`src/rtl/des_cbc_pkg.sv`:
```
// Shared DES definitions: block/key width and the CBC controller state encoding.
package des_cbc_pkg;

    localparam int DES_W_C = 64;

    typedef enum logic [1:0] {
        S_RDY   = 2'd0,
        S_START = 2'd1,
        S_WAIT  = 2'd2,
        S_OUT   = 2'd3
    } cbc_state_t;

endpackage

```
`src/rtl/des_cbc_ctrl.sv`:
```
// CBC chaining controller around an external DES core: one block in flight,
// chaining value kept across blocks until the next init.
module des_cbc_ctrl
    import des_cbc_pkg::*;
#(
    parameter int DES_W = DES_W_C
) (
    input  logic             i_Clk,
    input  logic             i_Rst,
    input  logic             i_fInit,
    input  logic             i_fDec,
    input  logic [DES_W-1:0] i_Key,
    input  logic [DES_W-1:0] i_IV,
    input  logic             i_fInValid,
    output logic             o_fInReady,
    input  logic [DES_W-1:0] i_InBlk,
    output logic             o_fOutValid,
    input  logic             i_fOutReady,
    output logic [DES_W-1:0] o_OutBlk,
    output logic             o_Des_fStart,
    output logic             o_Des_fDec,
    output logic [DES_W-1:0] o_Des_Key,
    output logic [DES_W-1:0] o_Des_Text,
    input  logic             i_Des_fDone,
    input  logic [DES_W-1:0] i_Des_Text,
    output logic             o_fBusy
);

    cbc_state_t       state_r;
    logic [DES_W-1:0] key_r;
    logic [DES_W-1:0] chain_r;
    logic [DES_W-1:0] ct_save_r;
    logic [DES_W-1:0] in_r;
    logic [DES_W-1:0] out_r;
    logic             mode_r;
    logic             key_vld_r;

    // Control and data path; the DES request fields only change on block acceptance,
    // so they stay constant throughout START and WAIT.
    always_ff @(posedge i_Clk or negedge i_Rst) begin
        if (!i_Rst) begin
            state_r   <= S_RDY;
            key_r     <= '0;
            chain_r   <= '0;
            ct_save_r <= '0;
            in_r      <= '0;
            out_r     <= '0;
            mode_r    <= 1'b0;
            key_vld_r <= 1'b0;
        end else begin
            case (state_r)
                S_RDY: begin
                    if (i_fInit) begin
                        key_r     <= i_Key;
                        chain_r   <= i_IV;
                        mode_r    <= i_fDec;
                        key_vld_r <= 1'b1;
                    end else if (i_fInValid && key_vld_r) begin
                        // Decrypt keeps the ciphertext: it becomes the next chaining value.
                        if (mode_r) begin
                            in_r      <= i_InBlk;
                            ct_save_r <= i_InBlk;
                        end else begin
                            in_r      <= i_InBlk ^ chain_r;
                        end
                        state_r <= S_START;
                    end
                end
                S_START: begin
                    state_r <= S_WAIT;
                end
                S_WAIT: begin
                    if (i_Des_fDone) begin
                        if (mode_r) begin
                            out_r   <= i_Des_Text ^ chain_r;
                            chain_r <= ct_save_r;
                        end else begin
                            out_r   <= i_Des_Text;
                            chain_r <= i_Des_Text;
                        end
                        state_r <= S_OUT;
                    end
                end
                S_OUT: begin
                    if (i_fOutReady) begin
                        state_r <= S_RDY;
                    end
                end
                default: begin
                    state_r <= S_RDY;
                end
            endcase
        end
    end

    assign o_fInReady   = (state_r == S_RDY) && key_vld_r && !i_fInit;
    assign o_fOutValid  = (state_r == S_OUT);
    assign o_Des_fStart = (state_r == S_START);
    assign o_fBusy      = (state_r != S_RDY);
    assign o_OutBlk     = out_r;
    assign o_Des_Text   = in_r;
    assign o_Des_Key    = key_r;
    assign o_Des_fDec   = mode_r;

endmodule

```
`config.mk`:
```
export PLATFORM = sky130hd
export DESIGN_NAME = des_cbc_ctrl
export DESIGN_NICKNAME = d
export VERILOG_FILES = /design/src/rtl/des_cbc_pkg.sv /design/src/rtl/des_cbc_ctrl.sv
export SDC_FILE = /design/constraint.sdc
export NUM_CORES = 1
export LEC_CHECK = 0
export CAP_MARGIN = 25
export CORE_UTILIZATION = 44
export DETAILED_ROUTE_END_ITERATION = 12
export PLACE_DENSITY = 0.76
export SYNTH_ARGS = -nofsm -noshare
export SYNTH_HDL_FRONTEND = slang
export SYNTH_SLANG_ARGS = --single-unit
export TNS_END_PERCENT = 50
```
`constraint.sdc`:
```
create_clock -name i_Clk -period 3.3 [get_ports i_Clk]
set_input_delay 0.66 -clock i_Clk [delete_from_list [all_inputs] [get_ports i_Clk]]
set_output_delay 0.66 -clock i_Clk [all_outputs]
set_load 0.02 [all_outputs]
```
==> impl_metrics.toml <==
[timing]
slew_violations = 0
fin_crit_sh = 0.840
rsz0062_at_grt = "no"
fmax_mhz = 361
fin_skew_ps = 14.2
maxSlewHeadroom = 0.334
tns_ps = 0
setup_viol = 0
hold_viol = 0
whs_ps = 120
setup_slack_ps = 527
min_period_ps = 2770
tightestPinTransition_ps = 999

[place]
portBuffers = 459
dp.cells = 2172
place_congestion = 0.830
dpl_worst_slack_ps = 610
place_area_um2 = 20000
hpwl_mm = 28.9

[power_and_ir_drop]
power_mw = 21.7
leakage_nw = 8.92
power.density_nw_per_um2 = 1020
vdd_drop_max_mv = 0.791

[synth]
synth_compound_area_frac = 0.0657
synth_area_um2 = 15000
syn_inst = 1328
yosysSeqAreaShare = 0.539
synth_mux_area_frac = 0.189
ys_seq_elements = 324
yosys.area_share.simple = 0.0955
synth_fa_ha_area_frac = 0.00416
ys_types = 28
synth_nets = 1596
synth_area_per_cell_um2 = 11.3
synth_top_family_by_area = "multiplexers"
synth_xor_area_frac = 0.0746
yosysWarnings = 0

[clock_network]
clk_pin_slew_worst_paths_ps = 60
cts-hold-fix-buffers = 0
cts_sinks = 324
cts_tree = "done"
clockBufferDepth = 3
h-tree-depth = 2
insertion_delay_ps = 510
post_cts_buffers = 0
cts_made_buffers = 37
clockRootBuffer = "clkbuf_16"
cts_resized = 0

[detailed_routing]
wirelength_mm = 41.3
routed_via_density = 5.03
wl_per_cell_um = 18.5
dr.pass1.iters = 4
ant_nets = 0
drtIter0Drc = 483
drc = 0
via_count = 11300

[floorplanning]
start_util = 0.447
die_w_um = 187
die_area_um2 = 34900
die-height_um = 187
rows = 67
core_area_um2 = 33600
num_io_pins = 460

[finish]
drive_above_1_share = 0.150
final_util = 0.631
mostFrequentLayoutCells = "clkdlybuf4s50_1 (458), dfrtp_1 (323), mux2_2 (184), nand2_1 (129)"
layout_commonest_cell = "clkdlybuf4s50_1"
final_nets = 2031
stdcell_count = 2238
fill_cells = 2750
syn_to_final_growth_pct = 41.1
design_area_um2 = 21200

[grt]
grt_first_pass_wirelength_mm = 66.0
grt_antenna_before_repair = 5
globalRouteOverflowTotal = 0
grt_max_degree = 152
grt.total_usage = 0.239
grt_pass1_vias = 12100

[worst_setup_path]
crit_path_end_kind = "output pin"
start_kind = "flip-flop"
crit_type = "flip-flop to output pin"
cp_max_fo = 4
required_ps = 2640
cp.arrival_ps = 2110

[run]
maxCapViolCount = 0

[run_status]
status = "finished, final reports clean"

[worst_hold_path]
hold_path_class = "input port to async pin"
-- routing by layer --
metal  vias to the layer above  part of all wire  GRT usage
met3                        95             0.066     0.0589
met1                      5462              0.40      0.283
li1                       5319                 -          -
met4                         0             0.043      0.105
met2                       380              0.50      0.412
met5                         -                 0          0
-- state kept, by name, indices dropped and copies added (netlist names) --
signal	count
chain_r	64
o_Des_Key	64
o_Des_fDec	1
o_Des_Text	64
state_r	2
ct_save_r	64
o_OutBlk	64
key_vld_r	1
-- report_power, final --
part	switching [mW]	internal [mW]	total, mW	leakage (nW)
clock network	1.59	2.39	3.98	0.573
logic	5.34	5.30	10.6	4.51
registers	1.13	5.97	7.10	3.83
total	8.06	13.7	21.7	8.92
-- synth_stat cells, drive strengths merged --
library cell  instances  share of area
o21ai                64          0.021
nor2b                65          0.027
o32a                  1        0.00067
a21oi               128          0.043
nor2                129          0.033
xor2                 64          0.037
dfrtp               324           0.54
and3b                 1        0.00058
a221oi                1        0.00058
clkbuf               25         0.0062
xnor2                64          0.037
mux2i                65          0.043
mux2                194           0.15
nand3b                1         0.0013
a21o                  1        0.00050
nand2               130          0.032
nand2b                1        0.00042
nand4b                1        0.00058
ha                    5         0.0042
inv                   4         0.0010
and2                  1        0.00042
buf                  59          0.025
-- kinds of logic (layout without fill, tap and decap cells) --
family	after synthesis	in the layout
other cells	0	6
compound gates	195	195
xor+xnor	128	128
fa+ha+maj	5	5
mux	259	259
buf+inv	88	544
flops	324	324
simple gates	329	329
-- final timing paths --
check	to	slack, ps	start	cells after the start
worst max-delay path	o_fInReady	530	state_r[0]	4
worst max register to register	chain_r[45]	1200	state_r[0]	6
min in group i_Clk	o_Des_Text[46]	470	o_Des_Text[46]	2
worst min-delay path	o_Des_Text[45]	120	i_Rst	1
worst min register to register	o_Des_Text[46]	470	o_Des_Text[46]	2
max in group asynchronous	ct_save_r[49]	2210	i_Rst	3
-- critical path, cell delays in order (launching register included) --
cell and delay (ps):
dfrtp_1 410, inv_1 160, ha_1 260, and3b_1 170, clkdlybuf4s50_1 600
-- area by class of cell --
class / count / area [µm²] / share of cell area
diodes: 6 / 15.0 / 0.000708
multi-input cells: 916 / 6470 / 0.305
clock inverters: 11 / 114 / 0.00537
flip-flops and latches: 324 / 8110 / 0.382
well taps: 448 / 561 / 0.0264
inverters: 4 / 15.0 / 0.000708
clock buffers: 49 / 1050 / 0.0496
repair buffers: 480 / 4880 / 0.230
Power figures use the tool's default switching activity.
